`src/rtl/mem_arbiter_pkg.sv`:
```
// Shared types and sizes for the two-port data memory arbiter.
// Holds the access FSM state encoding and the memory geometry.
package mem_arbiter_pkg;

   localparam int MEM_DEPTH  = 32;
   localparam int MEM_ADDR_W = 8;
   localparam int MEM_DATA_W = 8;

   typedef enum logic [2:0] {
      IDLE,
      SETUP,
      STROBE,
      HOLD,
      ERR
   } state_t;

endpackage

```
`src/rtl/rr_arbiter2.sv`:
```
// Two-way round-robin pick, purely combinational.
// Ports: req[1:0], last (last granted port) -> grant_valid, grant_idx.
module rr_arbiter2 (
   input  logic [1:0] req,
   input  logic       last,
   output logic       grant_valid,
   output logic       grant_idx
);

   assign grant_valid = |req;
   // Under contention the port that did not win last time goes first.
   assign grant_idx   = (&req) ? ~last : req[1];

endmodule

```
`src/rtl/mem_arbiter.sv`:
```
// Two-port access controller sequencing setup/strobe/hold for the data memory.
// Ports: clk, reset, req/we/addr/wdata per port -> ack/err/rdata per port,
// busy, and the mem_addr/mem_wdata/mem_write/mem_read/mem_rdata memory side.
module mem_arbiter
   import mem_arbiter_pkg::*;
#(
   parameter int ADDR_W = MEM_ADDR_W,
   parameter int DATA_W = MEM_DATA_W,
   parameter int DEPTH  = MEM_DEPTH
) (
   input  logic              clk,
   input  logic              reset,
   input  logic              req0,
   input  logic              req1,
   input  logic              we0,
   input  logic              we1,
   input  logic [ADDR_W-1:0] addr0,
   input  logic [ADDR_W-1:0] addr1,
   input  logic [DATA_W-1:0] wdata0,
   input  logic [DATA_W-1:0] wdata1,
   output logic              ack0,
   output logic              ack1,
   output logic              err0,
   output logic              err1,
   output logic [DATA_W-1:0] rdata0,
   output logic [DATA_W-1:0] rdata1,
   output logic              busy,
   output logic [ADDR_W-1:0] mem_addr,
   output logic [DATA_W-1:0] mem_wdata,
   output logic              mem_write,
   output logic              mem_read,
   input  logic [DATA_W-1:0] mem_rdata
);

   state_t            state;
   logic              lat_we;
   logic              gnt;
   logic              last;
   logic [ADDR_W-1:0] lat_addr;
   logic [DATA_W-1:0] lat_wdata;

   logic              grant_valid;
   logic              grant_idx;
   logic              sel_we;
   logic [ADDR_W-1:0] sel_addr;
   logic [DATA_W-1:0] sel_wdata;
   logic              sel_oor;
   logic              done;

   rr_arbiter2 u_rr (
      .req         ({req1, req0}),
      .last        (last),
      .grant_valid (grant_valid),
      .grant_idx   (grant_idx)
   );

   assign sel_we    = grant_idx ? we1    : we0;
   assign sel_addr  = grant_idx ? addr1  : addr0;
   assign sel_wdata = grant_idx ? wdata1 : wdata0;
   assign sel_oor   = 32'(sel_addr) >= $unsigned(DEPTH);

   always_ff @(posedge clk) begin
      if (reset) begin
         state     <= IDLE;
         lat_we    <= 1'b0;
         lat_addr  <= '0;
         lat_wdata <= '0;
         gnt       <= 1'b0;
         last      <= 1'b1;
         rdata0    <= '0;
         rdata1    <= '0;
      end else begin
         unique case (state)
            IDLE: begin
               if (grant_valid) begin
                  lat_we    <= sel_we;
                  lat_addr  <= sel_addr;
                  lat_wdata <= sel_wdata;
                  gnt       <= grant_idx;
                  last      <= grant_idx;
                  state     <= sel_oor ? ERR : SETUP;
               end
            end
            SETUP:  state <= STROBE;
            STROBE: state <= HOLD;
            HOLD: begin
               // Read data is still held by the memory after the strobe.
               if (!lat_we) begin
                  if (gnt) rdata1 <= mem_rdata;
                  else     rdata0 <= mem_rdata;
               end
               state <= IDLE;
            end
            ERR:     state <= IDLE;
            default: state <= IDLE;
         endcase
      end
   end

   assign done      = (state == HOLD) || (state == ERR);
   assign ack0      = done && !gnt;
   assign ack1      = done && gnt;
   assign err0      = (state == ERR) && !gnt;
   assign err1      = (state == ERR) && gnt;
   assign busy      = state != IDLE;
   assign mem_addr  = lat_addr;
   assign mem_wdata = lat_wdata;
   assign mem_write = (state == STROBE) && lat_we;
   assign mem_read  = (state == STROBE) && !lat_we;

endmodule
```
`config.mk`:
```
export PLATFORM = sky130hd
export DESIGN_NAME = mem_arbiter
export DESIGN_NICKNAME = d
export VERILOG_FILES = /design/src/rtl/mem_arbiter_pkg.sv /design/src/rtl/rr_arbiter2.sv /design/src/rtl/mem_arbiter.sv
export SDC_FILE = /design/constraint.sdc
export NUM_CORES = 1
export LEC_CHECK = 0
export BUFFER_PORTS_ARGS = -buffer_cell sky130_fd_sc_hd__buf_2
export CAP_MARGIN = 0
export CELL_PAD_IN_SITES_DETAIL_PLACEMENT = 0
export CELL_PAD_IN_SITES_GLOBAL_PLACEMENT = 1
export CORE_MARGIN = 4
export CORE_UTILIZATION = 35
export CTS_BUF_LIST = sky130_fd_sc_hd__clkbuf_4 sky130_fd_sc_hd__clkbuf_8 sky130_fd_sc_hd__clkbuf_16
export CTS_CLUSTER_DIAMETER = 120
export DETAILED_ROUTE_END_ITERATION = 8
export PLACE_DENSITY = 0.92
export RECOVER_POWER = 25
export SLEW_MARGIN = 20
export SYNTH_ARGS = -nofsm -noshare
export SYNTH_HDL_FRONTEND = slang
export SYNTH_SLANG_ARGS = --single-unit
```
`constraint.sdc`:
```
create_clock -name clk -period 3.65 [get_ports clk]
set_input_delay 0.73 -clock clk [delete_from_list [all_inputs] [get_ports clk]]
set_output_delay 0.73 -clock clk [all_outputs]
set_load 0.01 [all_outputs]
```
# After elaboration in Yosys (flattened, before gate mapping)
# Index checks and enable logic that the tools add are counted.
# W data, S select, Z words.
dict set report word_totals {
  reg_bits 38
  input_bits 46
  word_cells 40
}
dict set report op_classes {
  magnitude_cmp 1
  eq_ne 5
  mux 7
  bitwise_logic 3
  reduce_logical 16
}
# cell count
set ops {}
lappend ops {{$mux W8} 2}
lappend ops {{$pmux W3 S3} 1}
lappend ops {{$ge A8 B6 Y1 const B} 1}
lappend ops {{$eq A3 B2 Y1 const B} 2}
lappend ops {{$logic_and A1 B1 Y1} 6}
lappend ops {{$mux W3} 2}
lappend ops {{$reduce_and A3 Y1} 2}
lappend ops {{$reduce_and A2 Y1} 2}
lappend ops {{$eq A3 B1 Y1 const B} 1}
lappend ops {{$eq A3 B3 Y1 const B} 1}
lappend ops {{$logic_not A3 Y1} 1}
lappend ops {{$not A1 Y1} 3}
lappend ops {{$reduce_bool A3 Y1} 1}
lappend ops {{$logic_not A1 Y1} 2}
lappend ops {{$mux W1} 2}
lappend ops {{$ne A2 B2 Y1 const B} 1}
lappend ops {{$reduce_or A2 Y1} 1}
lappend ops {{$logic_or A1 B1 Y1} 1}

# Depth between registers and ports, before layout
# Gate-level depths: netlist of the first run.
dict set report depth {
  depth_word 7
  depth_mapped 5
  mapped_depth_nobuf 4
}

# Hierarchy
# From an unflattened synthesis of the first run, not the netlist that was laid out.
dict set report hier_totals {
  cells_unflattened 178
  hier_area_um2 1757.9
}
# mod instances cells_each area_each_um2 seq_area_each_um2
set by_module_without_submodules {}
lappend by_module_without_submodules {mem_arbiter 1 176 1744.2 760.7}
lappend by_module_without_submodules {rr_arbiter2 1 2 13.8 0.0}

# Worst setup path after synthesis of the first run
# OpenSTA, ideal clock, no wires.
dict set report synth_timing {
  path_type {register to output}
  start {register state[1]}
  end {output port mem_read}
  arrival_ns 0.952
  required_ns 2.920
  path_slack_ns 1.968
  stages_incl_launch_ff 3
  n_path_buf 0
  cell_sequence {dfxtp_1 nor2b_1 nor3b_1}
}
dict set report synth_between {
  elab_chain_cells 2
}
# element line_no
set synth_rtl {}
lappend synth_rtl {{start: declaration} mem_arbiter.sv:35} ;# state_t state;
lappend synth_rtl {{start signal: assignment} mem_arbiter.sv:81} ;# state <= sel_oor ? ERR : SETUP;
lappend synth_rtl {{$eq A3 B2 Y1} mem_arbiter.sv:109} ;# assign mem_read = (state == STROBE) && !lat_we;
lappend synth_rtl {{$logic_and A1 B1 Y1} mem_arbiter.sv:109}
lappend synth_rtl {{end: declaration} mem_arbiter.sv:31} ;# output logic mem_read,
# No other way between the ends.

# Worst setup path in the final report of the first run
dict set report layout_timing {
  start {register state[0]}
  end {output port busy}
}
dict set report layout_between {
  elab_chain_cells 1
}
# element line_no
set layout_rtl {}
lappend layout_rtl {{$reduce_bool A3 Y1} mem_arbiter.sv:105} ;# assign busy = state != IDLE;
lappend layout_rtl {{end: declaration} mem_arbiter.sv:27} ;# output logic busy,
# No other way between the ends.

==> results by group, run 1 <==
Outcome
  – Status: complete, but fails checks
  – Failing checks: max-capacitance violations, max-slew violations

Logic synthesis
  – Ys async rst share: 0
  – Syn avg cell area: 9.613 sq um
  – Synth top cells by count: 38 x dfxtp_1, 25 x nand2b_1
  – Post-synth EDFFs: 0
  – Top cell type's share of synthesized area: 0.4324
  – #FFs+latches synth: 38
  – Post-Syn Nets: 229
  – Synthesized area: 0.001759 sq mm
  – Synth top area cells: dfxtp_1 43%, mux2i_1 9.7%, nand2b_1 8.9%
  – Sequential-to-total area share from yosys stat: 0.4324
  – Synth cell types: 28
  – Most common cell in the netlist: dfxtp_1
  – Syn. warnings: 0
  – Area leader, netlist: dfxtp_1
  – Most used DFF post-synth: dfxtp_1
  – Mapped Cells: 183

Setup path
  – Reg-to-Reg End: rdata0[1]
  – Crit-path slowest cell: dfxtp_1
  – Required @ worst endpoint: 2920 ps
  – Flop-to-flop setup slack: 1960 ps
  – Crit-path cells: nor3_4 -> buf_4 -> inv_2 -> buf_2
  – Worst R2R Path Depth: 3
  – Critical path startpoint category: flop
  – Reg-to-Reg Start: state[0]
  – Crit Path Category: flop to output pin
  – Largest stage delay, worst path: 400 ps
  – Setup crit end: busy
  – CP arrival: 1410 ps
  – Capturing element type of the critical path: output pin
  – Crit path from: state[0]
  – Crit-path max FO: 19

Finish
  – Area Growth Syn to Fin: 28.24%
  – Layout cells sized above 1: 0.3488
  – Fillers: 487
  – Finished Core Util: 0.4714
  – N_diodes: 0
  – Post-route cell area: 0.002256 sq mm
  – Layout Cells excl Fill: 325
  – Layout Nets: 304

Placement
  – DP Area: 0.002185 sq mm
  – Gpl congestion: 0.7763
  – Placed cells: 318
  – Dpl ws: 1293 ps
  – DP HPWL: 3.235 mm
  – IO buf count: 84

GRT
  – Total track usage: 0.1429
  – Met3 GRT Util: 0.03288
  – Met1 GRT Util: 0.1759
  – Total gr overflow: 0
  – Largest net degree at the start of global routing: 47
  – Initial antenna violation count: 0
  – Vias in the first global route: 1483
  – Grt peak-use layer: met2
  – Global-route wire length before repair: 7.155 mm
  – M2 GR Usage: 0.2411

Detailed routing
  – Drt wl/cell: 13.62 um
  – Post-DR vias/cell: 4.945
  – DRT Pass-1 Iters: 4
  – Drt total wl: 4.427 mm
  – Vias: 1607
  – Antenna-violating nets left: 0
  – Residual DRC: 0
  – Detailed router's first-iteration violation count: 65

CTS
  – Worst-Skew Late Latency: 280 ps
  – CTS-repair resized insts: 0
  – H-tree Lvls: 2
  – CTS Buffer Depth: 2
  – Post-CTS setup buffers: 0
  – CTS Buf Count: 5
  – CTS tree: built
  – CTS root buf: clkbuf_8
  – CTS Sinks: 38
  – CTS Hold Bufs: 0
  – Reg clk slew, reported paths: 70 ps

STA
  – Final Hold Violating Endpoints: 0
  – Final setup viols: 0
  – Worst Setup Slack, final: 1510 ps
  – Fmax: 467.3 MHz
  – Relative slew slack: -0.06822
  – Fin crit period: 2140 ps
  – Final slew viol count: 47
  – RSZ-0062 raised after global routing: no
  – Final hold slack: 463.4 ps
  – Setup TNS: 0 ps
  – Worst-margin pin slew: 1602 ps
  – Fin crit share: 0.5863
  – Clk_skew: 6.016 ps

Die
  – Die area: 0.006224 sq mm
  – Site Rows: 25
  – I/O pins: 85
  – CORE AREA: 0.004786 sq mm
  – Die Y: 78.90 um
  – Die X: 78.90 um
  – Starting Density: 0.3676

Min path
  – Hold Path Class: flop to flop

Power and ir drop
  – Pwr/cell area: 412.7 mW/mm^2
  – Overall Power: 0.9310 mW
  – VDD IR max: 0.0002158 V
  – Pleak: 1.025 nW

Job
  – Max-cap violations: 1
## state kept, by name, indices dropped and copies added (netlist names)
signal     count
mem_wdata      8
gnt            1
rdata0         8
mem_addr       8
last           1
state          3
rdata1         8
lat_we         1
## layer usage
layer / wire length (um) / vias up
met3: 195 / 4
met5: 0 / -
met4: 57 / 0
li1: - / 810
met1: 1875 / 761
met2: 2299 / 32
## how the worst min path moves through the flow
stage                start  slack [ps]  cells after the start     endpoint
6_report       mem_addr[3]         460                      2  mem_addr[3]
3_5_place_dp   mem_addr[3]         460                      2  mem_addr[3]
5_1_grt          rdata0[7]         490                      2    rdata0[7]
4_1_cts        mem_addr[3]         470                      2  mem_addr[3]
2_1_floorplan       lat_we         480                      2       lat_we
3_3_place_gp   mem_addr[6]         450                      2  mem_addr[6]
## worst max-delay path: cells and delay by family, from the launching register on
kind / cells / cell delay, ps
simple gates: 1 / 200
flops: 1 / 400
buf+inv: 3 / 520
## layout by cell type, fill, tap and decap left out, types with 2 or more instances in the layout
cell / n
clkbuf_1: 8
nor2_1: 4
a221oi_1: 17
clkbuf_8: 5
nand2_1: 3
nor3_1: 4
o21ai_0: 4
nor3b_1: 3
nor2b_1: 3
buf_2: 76
o32ai_1: 17
dfxtp_1: 38
clkinv_2: 2
inv_1: 17
nand2b_1: 25
mux2i_1: 17
## power breakdown
part           switching [mW]  internal (mW)  total [mW]
Combinational           0.106         0.0865       0.192
Sequential             0.0214          0.447       0.469
Clock                   0.142          0.128       0.270
Total                   0.269          0.662       0.931
## kinds of logic after synthesis
logic type | share of synthesized area
buffers and inverters | 0.08961
flip-flops | 0.4324
multiplexers | 0.09673
XOR/XNOR | 0.004980
AO/OA/AOI/OAI | 0.2027
AND/OR/NAND/NOR | 0.1735
## final cells by class
cell class | instances | area (sq um) | area share
repair buffers | 85 | 417.9 | 0.1852
clock inverters | 2 | 10.01 | 0.004437
multi-input cells | 109 | 843.3 | 0.3738
flip-flops and latches | 38 | 760.7 | 0.3372
clock buffers | 5 | 68.82 | 0.03050
inverters | 19 | 71.32 | 0.03161
well taps | 67 | 83.83 | 0.03716
Note: power is estimated with default switching activity, not from simulation.
==> run 2: changes to the inputs <==
--- a/config.mk
+++ b/config.mk
@@ -5,16 +5,17 @@
 export SDC_FILE = /design/constraint.sdc
 export NUM_CORES = 1
 export LEC_CHECK = 0
+export ABC_AREA = 1
 export BUFFER_PORTS_ARGS = -buffer_cell sky130_fd_sc_hd__buf_2
 export CAP_MARGIN = 0
 export CELL_PAD_IN_SITES_DETAIL_PLACEMENT = 0
 export CELL_PAD_IN_SITES_GLOBAL_PLACEMENT = 1
 export CORE_MARGIN = 4
-export CORE_UTILIZATION = 35
+export CORE_UTILIZATION = 27
 export CTS_BUF_LIST = sky130_fd_sc_hd__clkbuf_4 sky130_fd_sc_hd__clkbuf_8 sky130_fd_sc_hd__clkbuf_16
 export CTS_CLUSTER_DIAMETER = 120
 export DETAILED_ROUTE_END_ITERATION = 8
-export PLACE_DENSITY = 0.92
+export PLACE_DENSITY = 0.84
 export RECOVER_POWER = 25
 export SLEW_MARGIN = 20
 export SYNTH_ARGS = -nofsm -noshare
==> constraint.sdc (replaced) <==
create_clock -name clk -period 1.9 [get_ports clk]
set_input_delay 0.38 -clock clk [delete_from_list [all_inputs] [get_ports clk]]
set_output_delay 0.38 -clock clk [all_outputs]
set_load 0.01 [all_outputs]
==> run 2 against run 1 <==
The run now ends clean. Combinational power is 64% higher. Die area is 20% higher. Via count is 7.2% higher. Total power is 88% higher. Cell count is 23% higher. Clock power is 110% higher. Clock-buffer cell count is 1 higher. Hold slack worse by 95 ps. Wire length is 0.86% higher. Critical path type unchanged.
==> results by group, run 2 <==
Outcome
  – Status: finished, final reports clean

CTS
  – CTS Sinks: 38 (unchanged)
  – Post-CTS setup buffers: 0 (unchanged)
  – CTS tree: built
  – Reg clk slew, reported paths: 70 ps (about the same)
  – Worst-Skew Late Latency: 280 ps (about the same)
  – CTS root buf: clkbuf_8
  – CTS Buffer Depth: 2 (unchanged)
  – CTS Hold Bufs: 0 (unchanged)
  – H-tree Lvls: 2 (unchanged)
  – CTS Buf Count: 5 (unchanged)
  – CTS-repair resized insts: 0 (unchanged)

Die
  – Site Rows: 28 (+12%)
  – CORE AREA: 0.005956 sq mm (+24%)
  – I/O pins: 85 (unchanged)
  – Die Y: 86.36 um (+9.5%)
  – Die area: 0.007458 sq mm (+20%)
  – Die X: 86.36 um (+9.5%)
  – Starting Density: 0.2784 (-0.08922)

Setup path
  – CP arrival: 1230 ps (-180 ps)
  – Crit-path cells: nor2_2 -> inv_1 -> nor2_1 -> inv_1 -> nor2_1 -> buf_2
  – Capturing element type of the critical path: output pin
  – Worst R2R Path Depth: 6 (+3)
  – Crit path from: state[0]
  – Required @ worst endpoint: 1520 ps (-1400 ps)
  – Crit Path Category: flop to output pin
  – Largest stage delay, worst path: 330 ps (-70 ps)
  – Reg-to-Reg End: last
  – Crit-path slowest cell: dfxtp_1
  – Critical path startpoint category: flop
  – Crit-path max FO: 3 (-16)
  – Reg-to-Reg Start: state[0]
  – Flop-to-flop setup slack: 350 ps (-1610 ps)

STA
  – Setup TNS: 0 ps (unchanged)
  – Final slew viol count: 0 (-100%)
  – Relative slew slack: 0.6543 (+0.7226)
  – Fmax: 620.6 MHz
  – Fin crit period: 1611 ps
  – Worst-margin pin slew: 517.9 ps (-1084 ps)
  – Final hold slack: 368.0 ps (-95.45 ps)
  – RSZ-0062 raised after global routing: no
  – Clk_skew: 9.485 ps (+3.469 ps)
  – Fin crit share: 0.8481
  – Final setup viols: 0 (unchanged)
  – Final Hold Violating Endpoints: 0 (unchanged)

Placement
  – DP Area: 0.002108 sq mm (-3.5%)
  – DP HPWL: 3.447 mm (+6.6%)
  – IO buf count: 84 (unchanged)
  – Gpl congestion: 0.7865 (+1.3%)

Finish
  – Post-route cell area: 0.002180 sq mm (-3.4%)
  – N_diodes: 0 (unchanged)
  – Commonest non-fill, non-tap cells in the layout: 84 x nand2_1, 65 x buf_2, 41 x nor2_1
  – Area Growth Syn to Fin: 31.47%
  – Register area: 760.7 sq um (unchanged)
  – Layout cells sized above 1: 0.2638 (-0.08503)
  – Most common cell after layout, fill and taps aside: nand2_1
  – Layout Nets: 371 (+22%)
  – Fillers: 686 (+41%)
  – Finished Core Util: 0.3660 (-0.1054)
  – Multi-input gate area: 769.5 sq um (-8.8%)

Logic synthesis
  – Ys async rst share: 0 (unchanged)
  – Synthesized area: 0.001658 sq mm (-5.8%)
  – Most used DFF post-synth: dfxtp_1
  – Synth cell types: 19 (-32%)
  – Synth top area cells: dfxtp_1 46%, nand2_1 19%, nor2_1 9.3%
  – Top cell type's share of synthesized area: 0.4589 (+0.02644)
  – Sequential-to-total area share from yosys stat: 0.4589 (+0.02644)
  – Post-synth EDFFs: 0 (unchanged)
  – Synth top cells by count: 84 x nand2_1, 41 x nor2_1, 38 x dfxtp_1
  – Post-Syn Nets: 289 (+26%)
  – Syn. warnings: 0 (unchanged)
  – Mapped Cells: 243 (+33%)
  – Area leader, netlist: dfxtp_1
  – #FFs+latches synth: 38 (unchanged)
  – Syn avg cell area: 6.822 sq um (-29%)
  – Most common cell in the netlist: nand2_1

GRT
  – Vias in the first global route: 1581 (+6.6%)
  – Total gr overflow: 0 (unchanged)
  – Initial antenna violation count: 0 (unchanged)
  – Global-route wire length before repair: 7.093 mm (-0.87%)
  – Largest net degree at the start of global routing: 24 (-49%)
  – Total track usage: 0.1192 (-0.02370)

Detailed routing
  – Drt total wl: 4.465 mm (+0.86%)
  – DRT Pass-1 Iters: 4 (unchanged)
  – Residual DRC: 0 (unchanged)
  – Vias: 1723 (+7.2%)
  – Detailed router's first-iteration violation count: 55 (-15%)
  – Drt wl/cell: 11.13 um (-18%)
  – Antenna-violating nets left: 0 (unchanged)
  – Post-DR vias/cell: 4.297 (-13%)

Min path
  – Hold path cells: 3 (+1)
  – Hold EP: rdata0[3]
  – Hold Path Class: input port to flop
  – Hold Startpoint: mem_rdata[3]

Job
  – Max-cap violations: 0 (-1)

Power and ir drop
  – VDD IR max: 0.0003099 V (+44%)
  – Pwr/cell area: 804.7 mW/mm^2 (+95%)
  – Pleak: 1.079 nW (+5.3%)
run 2: cell types whose count changed in the layout (fill, tap and decap cells not counted), moves of 4 or more:
cell and delta:
nand2_1 +81, nor2_1 +37, nand2b_1 -25, a21oi_1 +18, a221oi_1 -17, mux2i_1 -17, o32ai_1 -17, o21ai_0 +14
buf_2 -11, clkbuf_1 +11, nand3_1 +6, inv_1 -5, inv_2 +4
run 2: worst max-delay path by stage:
stage / end / slack (ps) / cells after the start
after floorplan: ack0 / 690 / 5
after global placement: lat_we / 330 / 6
after detailed placement: last / 280 / 6
after CTS: err0 / 280 / 6
after global routing: ack1 / 140 / 6
final: err0 / 290 / 6
run 2: kinds of logic (layout without fill, tap and decap cells):
group	after synthesis	after routing	synth area share
and+or+nand+nor	141	141	0.3494
AOI/OAI and AO/OA	38	38	0.1147
DFF	38	38	0.4589
buffers and inverters	26	109	0.07697
run 2: per-layer routing:
metal,up-vias,share of wire,track usage
met2,82,0.44,0.1905
li1,918,-,-
met3,2,0.11,0.04658
met1,721,0.46,0.1524
met5,-,0,0
met4,0,0.0018,0.02550
run 2: power breakdown:
part           switching, mW  internal (mW)  leakage (nW)  total [mW]
registers             0.0292          0.842         0.310       0.871
logic                  0.195          0.120         0.722       0.315
clock network          0.277          0.292        0.0472       0.568
run 2: critical path: cells and delay by family, from the launching register on:
family	cells	cell delay, ps
buffers and inverters	3	270
and+or+nand+nor	3	360
DFF	1	330
run 2: final cells by class:
| class | instances | area share |
|---|---|---|
| Timing Repair Buffer | 84 | 0.1820 |
| Multi-Input combinational cell | 179 | 0.3530 |
| Clock inverter | 2 | 0.005741 |
| Inverter | 17 | 0.02928 |
| Clock buffer | 6 | 0.03789 |
| Tap cell | 75 | 0.04305 |
| Sequential cell | 38 | 0.3490 |
run 2: through the flow:
step / worst slack (ps) / power [mW] / cells
after floorplan: 689.5 / 1.096 / 243
after global placement: 334.3 / 1.210 / 393
after detailed placement: 280.0 / 1.213 / 393
after CTS: 276.2 / 1.781 / 401
after global routing: 135.1 / 1.864 / 401
final: 288.5 / 1.754 / 401
==> run 3: changes to the inputs <==
--- a/config.mk
+++ b/config.mk
@@ -5,17 +5,17 @@
 export SDC_FILE = /design/constraint.sdc
 export NUM_CORES = 1
 export LEC_CHECK = 0
-export ABC_AREA = 1
+export ABC_AREA = 0
 export BUFFER_PORTS_ARGS = -buffer_cell sky130_fd_sc_hd__buf_2
 export CAP_MARGIN = 0
 export CELL_PAD_IN_SITES_DETAIL_PLACEMENT = 0
 export CELL_PAD_IN_SITES_GLOBAL_PLACEMENT = 1
 export CORE_MARGIN = 4
-export CORE_UTILIZATION = 27
+export CORE_UTILIZATION = 30
 export CTS_BUF_LIST = sky130_fd_sc_hd__clkbuf_4 sky130_fd_sc_hd__clkbuf_8 sky130_fd_sc_hd__clkbuf_16
 export CTS_CLUSTER_DIAMETER = 120
 export DETAILED_ROUTE_END_ITERATION = 8
-export PLACE_DENSITY = 0.84
+export PLACE_DENSITY = 0.85
 export RECOVER_POWER = 25
 export SLEW_MARGIN = 20
 export SYNTH_ARGS = -nofsm -noshare
==> constraint.sdc (replaced) <==
create_clock -name clk -period 1.4 [get_ports clk]
set_input_delay 0.28 -clock clk [delete_from_list [all_inputs] [get_ports clk]]
set_output_delay 0.28 -clock clk [all_outputs]
set_load 0.01 [all_outputs]
==> run 3 against run 2 <==
The flow now finishes with violations (negative setup slack). Sequential cell count is the same. Worst setup slack lost 320 ps. Wire length grew 8.4%. Total power grew 50%. Design area grew 15%. Critical endpoint is now mem_write. Clock power grew 38%. Die area shrank 4.1%. Sequential share of layout area shrank 4.0 points. Cell count shrank 14%. Register-to-register slack lost 260 ps. Combinational power grew 94%. Clock skew is essentially flat.
==> results by group, run 3 (same netlist as run 1, synthesis figures left out) <==
CTS
  – CTS root buf: clkbuf_8
  – Worst-Skew Late Latency: 290 ps (about the same)
  – CTS Buffer Depth: 2 (unchanged)
  – CTS Sinks: 38 (unchanged)
  – H-tree Lvls: 2 (unchanged)
  – CTS Buf Count: 5 (unchanged)
  – CTS Hold Bufs: 0 (unchanged)
  – Reg clk slew, reported paths: 70 ps (about the same)
  – CTS tree: built

Placement
  – DP Area: 0.002286 sq mm (+8.4%)
  – Gpl congestion: 0.7448 (-5.3%)
  – DP HPWL: 3.520 mm (+2.1%)
  – IO buf count: 84 (unchanged)
  – Placed cells: 334 (-15%)

STA
  – Clk_skew: 9.498 ps (+0.01294 ps)
  – Fin crit share: 1.022
  – Final setup viols: 4 (+4)
  – Fmax: 698.8 MHz
  – Fin crit period: 1431 ps
  – Worst-margin pin slew: 478.1 ps (-39.86 ps)
  – Final slew viol count: 0 (unchanged)
  – Relative slew slack: 0.6813 (+0.02695)
  – Final Hold Violating Endpoints: 0 (unchanged)
  – Worst Setup Slack, final: -31.06 ps (-319.6 ps)
  – RSZ-0062 raised after global routing: yes

Power and ir drop
  – NetSw: 0.7584 mW (+51%)
  – Comb pwr share: 0.233 (+0.054)
  – Pleak: 1.098 nW (+1.7%)
  – P_int: 1.869 mW (+49%)
  – Overall Power: 2.627 mW (+50%)
  – Pwr/cell area: 1051 mW/mm^2 (+31%)
  – Flop pwr share: 0.468 (-0.029)
  – Switch share: 0.2887 (+0.003181)
  – Clk pwr share: 0.299 (-0.025)
  – VDD IR max: 0.0003614 V (+17%)

Detailed routing
  – Antenna-violating nets left: 0 (unchanged)
  – DRT Pass-1 Iters: 4 (unchanged)
  – Drt wl/cell: 13.99 um (+26%)
  – Post-DR vias/cell: 4.864 (+13%)
  – Residual DRC: 0 (unchanged)
  – Detailed router's first-iteration violation count: 85 (+55%)
  – Vias: 1683 (-2.3%)
  – Drt total wl: 4.839 mm (+8.4%)

Finish
  – N_diodes: 0 (unchanged)
  – Layout Nets: 319 (-14%)
  – Fillers: 598 (-13%)
  – Layout Cells excl Fill: 346 (-14%)
  – Commonest non-fill, non-tap cells in the layout: 66 x buf_2, 34 x dfxtp_1, 25 x nand2b_1
  – Finished Core Util: 0.4456 (+0.07959)
  – Area Growth Syn to Fin: 42.03%
  – Layout cells sized above 1: 0.4124 (+0.1486)
  – Most common cell after layout, fill and taps aside: buf_2
  – Post-route cell area: 0.002499 sq mm (+15%)

GRT
  – Initial antenna violation count: 0 (unchanged)
  – Vias in the first global route: 1687 (+6.7%)
  – Largest net degree at the start of global routing: 32 (+33%)
  – Total gr overflow: 0 (unchanged)
  – Global-route wire length before repair: 7.714 mm (+8.8%)
  – Total track usage: 0.1300 (+0.01087)

Outcome
  – Status: complete, but fails checks
  – Failing checks: negative setup slack

Setup path
  – CP arrival: 1150 ps (-80 ps)
  – Crit Path Category: flop to output pin
  – Crit-path max FO: 5 (+2)
  – Required @ worst endpoint: 1120 ps (-400 ps)
  – Critical path startpoint category: flop
  – Capturing element type of the critical path: output pin

Die
  – Die X: 84.58 um (-2.1%)
  – I/O pins: 85 (unchanged)
  – Die Y: 84.58 um (-2.1%)
  – Site Rows: 27 (-3.6%)
  – Starting Density: 0.3137 (+0.03534)
  – Die area: 0.007153 sq mm (-4.1%)
  – CORE AREA: 0.005608 sq mm (-5.8%)

Job
  – Max-cap violations: 0 (unchanged)

Min path
  – Hold Path Class: input port to flop
run 3: changes by cell type in the layout (fill, tap and decap cells not counted), moves of 17 or more:
cell	before	now
a21oi_1	19	1
mux2i_1	0	17
nand2_1	84	3
nand2b_1	0	25
nor2_1	41	3
o32ai_1	0	17
run 3: power by group through the flow:
stage	Sequential (mW)	Clock [mW]	Combinational, mW
after CTS	1.22	0.810	0.572
after floorplan	1.26	0	0.305
final	1.23	0.786	0.612
after global routing	1.24	0.855	0.672
after detailed placement	1.25	0	0.555
after global placement	1.25	0	0.545
run 3: final timing paths:
kind	cells after the start	slack, ps	end	start
setup / recovery	3	-30	mem_write	state[1]
hold / removal	3	280	rdata0[7]	mem_rdata[7]
setup reg to reg	4	90	rdata1[6]	state[1]
hold reg to reg	2	470	mem_addr[1]	mem_addr[1]
run 3: layout make-up:
cell class,instances,area [sq um],share of cell area
Clock buffer,7,90.09,0.03605
Clock inverter,1,5.005,0.002003
Inverter,19,71.32,0.02854
Multi-Input combinational cell,110,922.1,0.3691
Sequential cell,38,773.2,0.3095
Tap cell,72,90.09,0.03605
Timing Repair Buffer,99,546.8,0.2188
run 3: layer usage:
| layer | track usage | vias up | wire, um |
|---|---|---|---|
| li1 | - | 840 | - |
| met1 | 0.1610 | 794 | 2176 |
| met2 | 0.2178 | 47 | 2362 |
| met3 | 0.03827 | 2 | 265 |
| met4 | 0.03885 | 0 | 36 |
| met5 | 0 | - | 0 |
run 3: stage by stage:
| stage | hold slack (ps) | TNS (ps) | worst slack (ps) |
|---|---|---|---|
| after floorplan | 456.0 | -162.6 | -20.32 |
| after global placement | 453.8 | 0 | 49.18 |
| after detailed placement | 457.4 | 0 | 9.739 |
| after CTS | 274.4 | -119.5 | -36.63 |
| after global routing | 289.9 | -479.3 | -99.71 |
| final | 279.0 | -92.48 | -31.06 |
run 3: critical path, stage by stage (launching register included):
cell     delay [ps]
dfxtp_4         390
nor2b_4         160
nor3b_2         170
buf_2           150
run 3: what timing repair did:
item	4_1_cts	5_1_grt
pin swaps	2	1
setup buffers	3	0
cloned	0	1
setup endpoints to repair	7	28
gates resized for setup	12	15
